[src/rtl/elevator_pkg.sv]
// ---------------------------------------------------------------------------
// elevator_pkg
// Shared types and constants for the single-cabin elevator scheduler.
//   state_t            : controller state (IDLE, MOVE, DOOR)
//   FLOOR_W            : width of a floor number (floors are numbered from 1)
//   FLOOR_MIN/MAX      : lowest and highest floor of the building model
//   DIR_UP/DIR_DN      : encodings of the dir_up output
// ---------------------------------------------------------------------------
package elevator_pkg;

   localparam int                 FLOOR_W   = 3;
   localparam logic [FLOOR_W-1:0] FLOOR_MIN = 3'd1;
   localparam logic [FLOOR_W-1:0] FLOOR_MAX = 3'd7;

   localparam logic DIR_UP = 1'b1;
   localparam logic DIR_DN = 1'b0;

   typedef enum logic [1:0] {
      IDLE = 2'd0,
      MOVE = 2'd1,
      DOOR = 2'd2
   } state_t;

endpackage : elevator_pkg

[src/rtl/floor_req_reduce.sv]
// ---------------------------------------------------------------------------
// floor_req_reduce
// Purely combinational request folding. Each floor owns two passenger slots
// in each of the up/down vectors; a floor requests service in a direction if
// either slot is set. Bit i of every output vector refers to floor i+1.
// Ports:
//   up_passenger   in  2*FLOORS  up slots, floor f at bits 2(f-1)+:2
//   down_passenger in  2*FLOORS  down slots, same layout
//   floor          in  FLOOR_W   reference floor for the above/below masks
//   up_req         out FLOORS    per-floor up request (top floor forced 0)
//   dn_req         out FLOORS    per-floor down request (bottom floor forced 0)
//   any_req        out FLOORS    up_req | dn_req
//   above          out FLOORS    any_req restricted to floors > floor
//   below          out FLOORS    any_req restricted to floors < floor
// ---------------------------------------------------------------------------
module floor_req_reduce
   import elevator_pkg::*;
#(
   parameter int FLOORS = int'(FLOOR_MAX)
) (
   input  logic [2*FLOORS-1:0] up_passenger,
   input  logic [2*FLOORS-1:0] down_passenger,
   input  logic [FLOOR_W-1:0]  floor,
   output logic [FLOORS-1:0]   up_req,
   output logic [FLOORS-1:0]   dn_req,
   output logic [FLOORS-1:0]   any_req,
   output logic [FLOORS-1:0]   above,
   output logic [FLOORS-1:0]   below
);

   always_comb begin
      for (int i = 0; i < FLOORS; i++) begin
         up_req[i] = |up_passenger[2*i +: 2];
         dn_req[i] = |down_passenger[2*i +: 2];
      end
      // Nobody can travel up from the top floor or down from the bottom one,
      // so those slots are treated as noise and never attract the cabin.
      up_req[FLOORS-1] = 1'b0;
      dn_req[0]        = 1'b0;
   end

   assign any_req = up_req | dn_req;

   always_comb begin
      for (int i = 0; i < FLOORS; i++) begin
         above[i] = any_req[i] && (FLOOR_W'(i + 1) > floor);
         below[i] = any_req[i] && (FLOOR_W'(i + 1) < floor);
      end
   end

endmodule : floor_req_reduce

[src/rtl/elevator_scheduler.sv]
// ---------------------------------------------------------------------------
// elevator_scheduler
// Single-cabin LOOK scheduler: keeps travelling in the current direction
// while requests remain beyond the cabin, stops at floors that want to go the
// same way (or at the last request in that direction), then reverses or idles.
// Ports:
//   clk            in  1         system clock, rising edge
//   rst_n          in  1         asynchronous active-low reset
//   up_passenger   in  2*FLOORS  up slots, floor f at bits 2(f-1)+:2
//   down_passenger in  2*FLOORS  down slots, same layout
//   door_hold      in  1         keeps the door open while high in DOOR
//   current_floor  out FLOOR_W   cabin floor, FLOOR_MIN..FLOORS
//   dir_up         out 1         travel direction, 1 = up
//   moving         out 1         cabin is travelling between floors
//   door_open      out 1         door is open at current_floor
//   serve_pulse    out FLOORS    one-hot, first DOOR cycle at a floor only
// ---------------------------------------------------------------------------
module elevator_scheduler
   import elevator_pkg::*;
#(
   parameter int FLOORS      = int'(FLOOR_MAX),
   parameter int MOVE_CYCLES = 4,
   parameter int DOOR_CYCLES = 3
) (
   input  logic                clk,
   input  logic                rst_n,
   input  logic [2*FLOORS-1:0] up_passenger,
   input  logic [2*FLOORS-1:0] down_passenger,
   input  logic                door_hold,
   output logic [FLOOR_W-1:0]  current_floor,
   output logic                dir_up,
   output logic                moving,
   output logic                door_open,
   output logic [FLOORS-1:0]   serve_pulse
);

   localparam int MOVE_W = (MOVE_CYCLES > 1) ? $clog2(MOVE_CYCLES) : 1;
   localparam int DOOR_W = (DOOR_CYCLES > 1) ? $clog2(DOOR_CYCLES) : 1;

   localparam logic [MOVE_W-1:0]  MOVE_LAST = MOVE_W'(MOVE_CYCLES - 1);
   localparam logic [DOOR_W-1:0]  DOOR_LAST = DOOR_W'(DOOR_CYCLES - 1);
   localparam logic [FLOOR_W-1:0] TOP_FLOOR = FLOOR_W'(FLOORS);

   // ------------------------------------------------------------------------
   // State and next-state signals
   // ------------------------------------------------------------------------
   state_t               state,         state_nxt;
   logic [MOVE_W-1:0]    move_cnt,      move_cnt_nxt;
   logic [DOOR_W-1:0]    door_cnt,      door_cnt_nxt;
   logic [FLOOR_W-1:0]   floor_nxt;
   logic                 dir_nxt;
   logic [FLOORS-1:0]    serve_nxt;

   // ------------------------------------------------------------------------
   // Request view relative to the current floor
   // ------------------------------------------------------------------------
   logic [FLOORS-1:0] up_req, dn_req, any_req, above, below;

   floor_req_reduce #(
      .FLOORS (FLOORS)
   ) u_reduce (
      .up_passenger   (up_passenger),
      .down_passenger (down_passenger),
      .floor          (current_floor),
      .up_req         (up_req),
      .dn_req         (dn_req),
      .any_req        (any_req),
      .above          (above),
      .below          (below)
   );

   logic [FLOOR_W-1:0] arrive_floor;
   logic [FLOORS-1:0]  cur_oh, arr_oh;
   logic               here_any, above_any, below_any;
   logic               arr_dir_req, arr_any, beyond_arr, arr_stop;
   logic               ahead_any, behind_any;

   // Floor reached at the end of the current one-floor hop. The guards keep
   // the cabin inside the building even if requests vanish mid-hop.
   always_comb begin
      arrive_floor = current_floor;
      if (dir_up && (current_floor != TOP_FLOOR)) begin
         arrive_floor = current_floor + 1'b1;
      end else if (!dir_up && (current_floor != FLOOR_MIN)) begin
         arrive_floor = current_floor - 1'b1;
      end
   end

   always_comb begin
      for (int i = 0; i < FLOORS; i++) begin
         cur_oh[i] = (current_floor == FLOOR_W'(i + 1));
         arr_oh[i] = (arrive_floor  == FLOOR_W'(i + 1));
      end
   end

   assign here_any   = |(any_req & cur_oh);
   assign above_any  = |above;
   assign below_any  = |below;
   assign ahead_any  = dir_up ? above_any : below_any;
   assign behind_any = dir_up ? below_any : above_any;

   // The stop decision for the floor being reached is made on the edge that
   // moves the cabin there, so the next segment starts without a bubble.
   // Floors beyond the arrival floor are the ones beyond the current floor
   // minus the arrival floor itself.
   assign arr_dir_req = dir_up ? |(up_req & arr_oh) : |(dn_req & arr_oh);
   assign arr_any     = |(any_req & arr_oh);
   assign beyond_arr  = |((dir_up ? above : below) & ~arr_oh);
   assign arr_stop    = arr_dir_req || (!beyond_arr && arr_any);

   // ------------------------------------------------------------------------
   // Next-state logic
   // ------------------------------------------------------------------------
   always_comb begin
      // NOTE: every signal gets a default before the case so that no path
      // leaves one unassigned, which would otherwise infer a latch.
      state_nxt    = state;
      move_cnt_nxt = move_cnt;
      door_cnt_nxt = door_cnt;
      floor_nxt    = current_floor;
      dir_nxt      = dir_up;
      serve_nxt    = '0;

      unique case (state)
         IDLE: begin
            if (here_any) begin
               state_nxt    = DOOR;
               door_cnt_nxt = '0;
               serve_nxt    = cur_oh;
            end else if (above_any) begin
               state_nxt    = MOVE;
               dir_nxt      = DIR_UP;
               move_cnt_nxt = '0;
            end else if (below_any) begin
               state_nxt    = MOVE;
               dir_nxt      = DIR_DN;
               move_cnt_nxt = '0;
            end
         end

         MOVE: begin
            if (move_cnt == MOVE_LAST) begin
               move_cnt_nxt = '0;
               floor_nxt    = arrive_floor;
               if (arrive_floor == TOP_FLOOR) begin
                  dir_nxt = DIR_DN;
               end else if (arrive_floor == FLOOR_MIN) begin
                  dir_nxt = DIR_UP;
               end
               if (arr_stop) begin
                  state_nxt    = DOOR;
                  door_cnt_nxt = '0;
                  serve_nxt    = arr_oh;
               end else if (!beyond_arr) begin
                  state_nxt = IDLE;
               end
            end else begin
               move_cnt_nxt = move_cnt + 1'b1;
            end
         end

         DOOR: begin
            if (door_hold) begin
               door_cnt_nxt = '0;
            end else if (door_cnt == DOOR_LAST) begin
               door_cnt_nxt = '0;
               if (ahead_any) begin
                  state_nxt    = MOVE;
                  move_cnt_nxt = '0;
               end else if (behind_any) begin
                  state_nxt    = MOVE;
                  dir_nxt      = ~dir_up;
                  move_cnt_nxt = '0;
               end else begin
                  state_nxt = IDLE;
               end
            end else begin
               door_cnt_nxt = door_cnt + 1'b1;
            end
         end

         default: begin
            state_nxt = IDLE;
         end
      endcase
   end

   // ------------------------------------------------------------------------
   // State registers
   // ------------------------------------------------------------------------
   always_ff @(posedge clk or negedge rst_n) begin
      if (!rst_n) begin
         state         <= IDLE;
         move_cnt      <= '0;
         door_cnt      <= '0;
         current_floor <= FLOOR_MIN;
         dir_up        <= DIR_UP;
         serve_pulse   <= '0;
      end else begin
         // NOTE: non-blocking assignments let every register sample the
         // pre-edge values, independent of statement order.
         state         <= state_nxt;
         move_cnt      <= move_cnt_nxt;
         door_cnt      <= door_cnt_nxt;
         current_floor <= floor_nxt;
         dir_up        <= dir_nxt;
         serve_pulse   <= serve_nxt;
      end
   end

   assign moving    = (state == MOVE);
   assign door_open = (state == DOOR);

endmodule : elevator_scheduler
[config.mk]
export PLATFORM = sky130hd
export DESIGN_NAME = elevator_scheduler
export DESIGN_NICKNAME = d
export VERILOG_FILES = /design/src/rtl/elevator_pkg.sv /design/src/rtl/floor_req_reduce.sv /design/src/rtl/elevator_scheduler.sv
export SDC_FILE = /design/constraint.sdc
export NUM_CORES = 1
export LEC_CHECK = 0
export ABC_AREA = 1
export ABC_CLOCK_PERIOD_IN_PS = 2300
export BUFFER_PORTS_ARGS = -buffer_cell sky130_fd_sc_hd__buf_2
export CAP_MARGIN = 20
export CELL_PAD_IN_SITES_DETAIL_PLACEMENT = 0
export CELL_PAD_IN_SITES_GLOBAL_PLACEMENT = 2
export CORE_MARGIN = 2
export CORE_UTILIZATION = 25
export DETAILED_ROUTE_END_ITERATION = 8
export GPL_TIMING_DRIVEN = 0
export HOLD_SLACK_MARGIN = 0.05
export MAX_ROUTING_LAYER = met4
export PLACE_DENSITY_LB_ADDON = 0.1
export SLEW_MARGIN = 30
export SYNTH_ARGS = -nofsm -noshare
export SYNTH_HDL_FRONTEND = slang
export SYNTH_SLANG_ARGS = --single-unit
[constraint.sdc]
create_clock -name clk -period 2.3 [get_ports clk]
set_input_delay 0.115 -clock clk [delete_from_list [all_inputs] [get_ports clk]]
set_output_delay 0.115 -clock clk [all_outputs]
set_load 0.02 [all_outputs]
---- Word level (Yosys, flattened, before mapping) ----
Index checks and enable logic that the tools add are counted.
storage, ports and cells
  register bits after elaboration ......... 17
  input port bits ......................... 31
  output and inout bits ................... 13
  word-level logic and storage cells ...... 158
operators by class
  add/sub/neg operators ................... 4
  magnitude comparators ................... 14
  eq/ne operators ......................... 33
  mux-type cells .......................... 47
  bitwise gates (word level) .............. 8
  reduce and logical (&&, ||, !) cells .... 46
operators by type and width
  kind                  count
  $reduce_or A7 Y1      7
  $mux W2               21
  $and A7 B7 Y7         4
  $mux W7               4
  $eq A3 B3 Y1 const B  8
  $reduce_or A2 Y1      12
  $pmux W2 S3           3
  $logic_and A1 B1 Y1   17
  $mux W1               15
  $pmux W7 S2           1
  $eq A3 B2 Y1 const B  4
  $gt A3 B3 Y1 const A  4
  $lt A3 B3 Y1 const A  4
  $ne A3 B1 Y1 const B  3
  $reduce_and A9 Y1     1
  $ne A2 B1 Y1 const B  4
  $ne A2 B2 Y1 const B  4
  $and A6 B7 Y7         1
  $not A7 Y7            1
  $or A6 B7 Y7          1
  $eq A2 B2 Y1 const B  3
  $eq A3 B1 Y1 const B  2
  $gt A2 B3 Y1 const A  2
  $lt A2 B3 Y1 const A  2
  20 further kinds      24

---- Logic depth before layout (Yosys ltp) ----
  word-level depth ........................ 14
  gate-level depth with buffers ........... 20
  gate-level depth less buffers ........... 20

---- Hierarchy ----
Synthesis repeated with hierarchy kept, for this count alone.
second synthesis, totals
  cells, all modules ...................... 332
  area total of the unflattened synthesis .. 2044.5 µm²
by module, submodules not included
  module              times used  cells each  area an instance (µm²)  seq. area each (µm²)
  elevator_scheduler  1           271         1771.7                  427.9
  floor_req_reduce    1           61          272.8                   0.0

---- Worst setup path before layout ----
Ideal clock, no wire load.
  path kind ............................... reg2reg
  start point ............................. register current_floor[0]
  end point ............................... register door_cnt[1]
  library setup time ...................... 0.117 ns
  data arrival time ....................... 2.199 ns
  data required time ...................... 2.183 ns
  path slack .............................. -0.015 ns
  stages on the path, launching flop included .. 17
  buffers on the path ..................... 0
  clock period less this slack ............ 2.315 ns
  cells stage by stage .................... dfstp_2 > inv_1 > ha_1 > inv_1 > nand3_1 > nand3_1 > nand2_4 > nor2_4 > nor2_1 > clkinv_1 > nand3_1 > nor2_1 > nand2_1 > nand3_1 > nand2_1 > nand2_1 > nand2_1
between the ends
  longest elaborated chain between the ends .. 13
  elaborated cells on any way between the ends .. 69
  those cells by class .................... add/sub: 2; order compare: 14; eq/ne: 18; mux: 4; bitwise: 6; reduce/logical: 25
ends and longest elaborated chain
  item                                                                    RTL line                   RTL
  start, declared                                                         elevator_scheduler.sv:30   output logic [FLOOR_W-1:0] current_floor,
  start signal, assigned                                                  elevator_scheduler.sv:205  current_floor <= floor_nxt;
  parallel branches: the longest is 12 deep, another holds $sub A3 B1 Y3  n/a
  $reduce_and A4 Y1 (no source line) *                                    n/a
  end signal, assigned                                                    elevator_scheduler.sv:204  door_cnt <= door_cnt_nxt;
  end, declared                                                           elevator_scheduler.sv:49   logic [DOOR_W-1:0] door_cnt, door_cnt_nxt;
Every way passes the cells marked *.
A chain may end at the register's enable or synchronous reset.

---- Worst setup path after layout ----
  start point ............................. register current_floor[0]
  end point ............................... register state[1]
between the ends
  longest elaborated chain between the ends .. 14
  elaborated cells on any way between the ends .. 76
  those cells by class .................... add/sub: 2; order compare: 14; eq/ne: 18; mux: 9; bitwise: 6; reduce/logical: 27
ends and longest elaborated chain
  item                                                                    RTL line                   RTL
  parallel branches: the longest is 14 deep, another holds $sub A3 B1 Y3  n/a
  end signal, assigned                                                    elevator_scheduler.sv:202  state <= state_nxt;
  end, declared                                                           elevator_scheduler.sv:47   state_t state, state_nxt;
Several ways; the timed one is not identified. The select of a mux whose other input is x is not followed.

==> flow_summary.yaml <==
sta:
  hold_ws_ps: 187
  period_needed_ps: 2360
  fin_skew_ps: 1.30
  maxSlewHeadroom: 0.726
  rsz0062_at_grt: "true"
  tns_ps: -249
  hold_violations: 0
  clock.fmax_mhz: 425
  setup_viol: 7
  tightest_slew_ps: 410
  setup_ws_ps: -55.5
  slew_viol_final: 0
  fin_crit_sh: 1.02
worst_setup_path:
  crit-reg2reg-launch: "current_floor[0]$_DFFE_PN1P_"
  reg2regPathDepth: 16
  criticalPathCategory: "reg2reg"
  worstPathArrival_ps: 2510
  cp.required_ps: 2450
  r2r-end: "state[1]$_DFFE_PN0P_"
  cp-end-kind: "flip-flop"
  crit_start: "current_floor[0]$_DFFE_PN1P_"
  r2r_slack_ps: -60
  critPathCapture: "state[1]$_DFFE_PN0P_"
  start_kind: "flip-flop"
  cp_max_fo: 5
synth:
  yosysUniqueCellTypes: 34
  syn_area_sq_um: 1910
  synthesis.nets: 352
  synth_seq_cells: 17
  ys_warn_count: 0
  avgSynthCellArea_sq_um: 6.16
  async_reset_ff_frac: 1.00
  synthCells: 310
  synth_largest_area_cell: "nand2_1"
  synth_edf_count: 0
  ys_top_cells_by_count: "105 x nand2_1, 37 x inv_1, 31 x nor2_1, 27 x nand3_1, 15 x dfrtp_1"
  yosysTopAreaCellShare: 0.206
  synth-seq-area-share: 0.224
  yosysMostFrequentCell: "nand2_1"
  synth_ff_type: "dfrtp_1"
  ys_top_cells_by_area: "nand2_1 21%, dfrtp_1 20%, inv_1 7.3%, ha_1 7.2%, nand3_1 7.1%"
clock_network:
  cts_root_buf: "clkbuf_8"
  clockBufferDepth: 2
  clk_pin_slew_ps: 70
  htree_num_levels: 1
  cts_buffers: 3
  insertion_delay_ps: 250
  cts_sinks: 17
  cts_tree: "yes"
power_and_ir_drop:
  peakVddDrop_mv: 0.533
  leakagePower_nw: 1.51
  p_per_area_nw_per_um2: 1690
  p_int_mw: 2.23
  swShare: 0.555
  clkPwrFrac: 0.046
  seq_power_share: 0.102
  switchingPower_mw: 2.78
  p_comb_frac: 0.852
final_layout:
  drive_above_1_share: 0.426
  final-seq-area_sq_um: 429
  num-fill-cells: 811
  multiInputGateArea_sq_um: 1650
  fin_cells: 491
  finalNetCount: 435
  fin_util: 0.405
  syn_to_final_growth_pct: 55.4
  diodes: 0
die:
  initial_core_util: 0.260
  die_h_um: 91.4
  core_sq_um: 7330
  io_pins: 44
  rows: 31
  die_x_um: 91.4
  die_area_sq_um: 8350
job:
  drv_cap: 0
hold_path:
  hold_class: "in2reg"
  min_from: "door_hold"
drt:
  first_pass_iters: 4
  routedWlPerCell_um: 13.3
  drc: 0
  vias_per_cell: 4.49
  num_vias: 2207
  drt_iter0_drc: 113
  drt_wl_total_mm: 6.52
  ant_nets: 0
place:
  dp_cells: 448
  place_congestion: 0.852
  dp_hpwl_mm: 5.00
  place_ws_ps: -423
  port_buffers: 39
global_routing:
  grt_pass1_wl_mm: 10.5
  grt_util_met1: 0.215
  grt_util_all_layers: 0.163
  grt_pass1_vias: 2090
  use_met2: 0.271
  grt-busiest-layer: "met2"
  use_met3: 0.0124
  antenna_found_initial: 0
  grt-ovfl-total: 0
  grt_max_degree: 18
run_status:
  status: "finished, violations left"
  violations: "negative setup slack"
## sequential cells by signal (all words and copies together) (netlist names)
register       flops
door_cnt           2
state              2
current_floor      3
serve_pulse        7
dir_up             1
move_cnt           2
## cell type report
cell class / instances / area share
Buffer: 3 / 0.00548
Clock buffer: 3 / 0.0139
Clock inverter: 1 / 0.00253
Inverter: 45 / 0.0620
Multi-Input combinational cell: 245 / 0.555
Sequential cell: 17 / 0.145
Tap cell: 99 / 0.0418
Timing Repair Buffer: 78 / 0.174
## worst min path at each step
stage / to / cells past startpoint / slack (ps)
finish: door_cnt[1]$_DFFE_PN0P_ / 4 / 190
global route: door_cnt[0]$_DFFE_PN0P_ / 4 / 190
CTS: door_cnt[1]$_DFFE_PN0P_ / 4 / 180
detailed placement: serve_pulse[5]$_DFF_PN0_ / 1 / 60
global placement: serve_pulse[5]$_DFF_PN0_ / 1 / 60
floorplan: current_floor[1]$_DFFE_PN0P_ / 0 / -180
## placed cells by master (no fill, tap or decap), types with 4 or more instances in the layout
master / count
nand2_1: 86
buf_2: 40
inv_1: 33
buf_4: 32
nor2_1: 27
nand3_1: 22
nand2_2: 16
dfrtp_1: 14
inv_2: 9
o21ai_0: 9
nand2_8: 8
nand2_4: 8
nand3_4: 8
buf_6: 7
a21oi_1: 6
o21ai_1: 6
o21ai_2: 5
nand4_1: 5
ha_1: 5
ha_4: 5
nand3_2: 4
nor2_2: 4
## through the flow
stage	cell area, sq um	total power, mW
2_1_floorplan	1910	2.51
3_3_place_gp	2230	3.24
3_5_place_dp	2230	3.21
4_1_cts	2800	4.55
5_1_grt	2970	5.44
6_report	2970	5.00
## timing repair
| item | 4_1_cts | 5_1_grt |
|---|---|---|
| setup endpoints to repair | 14 | 14 |
| pin swaps | 28 | 21 |
| hold endpoints to repair | 15 | 0 |
| hold buffers | 1 | 0 |
| gates resized for setup | 67 | 21 |
| buffers inserted | 29 | 9 |
## cells by family (layout without fill, tap and decap cells)
| group | count (synthesis) | count (layout) | synth area share |
|---|---|---|---|
| AO/OA/AOI/OAI | 36 | 36 | 0.116 |
| XOR/XNOR | 1 | 1 | 0.00459 |
| adder cells (fa/ha/maj) | 11 | 11 | 0.0721 |
| buffers and inverters | 48 | 130 | 0.0983 |
| flip-flops | 17 | 17 | 0.224 |
| AND/OR/NAND/NOR | 197 | 197 | 0.485 |
## routing by layer
layer  routed length [um]  part of all wire  vias up
met2                 3070              0.47       47
met3                  187             0.029        7
li1                     -                 -     1153
met5                    0                 0        -
met1                 3180              0.49     1000
met4                   76             0.012        0
## power by group through the flow
stage,logic (mW),clock network (mW),registers [mW]
final,4.26,0.230,0.510
after global routing,4.66,0.252,0.528
after CTS,3.79,0.240,0.520
after detailed placement,2.68,0,0.532
after global placement,2.71,0,0.533
after floorplan,1.97,0,0.537
## worst max-delay path, cell delays in order (launching register included)
cell     delay (ps)
dfstp_2         660
buf_6           150
ha_4            140
inv_2            40
o21ai_2         150
nand2_4         120
buf_6           140
nand4_1         100
nand2_1          70
nor2_1          110
nand2_1         100
nand2_2         140
nand2_8          90
nand2_2          70
nand2_2          50
nand2_1          70
nand2_1          50
No activity file was read; power rests on OpenSTA's default activity.
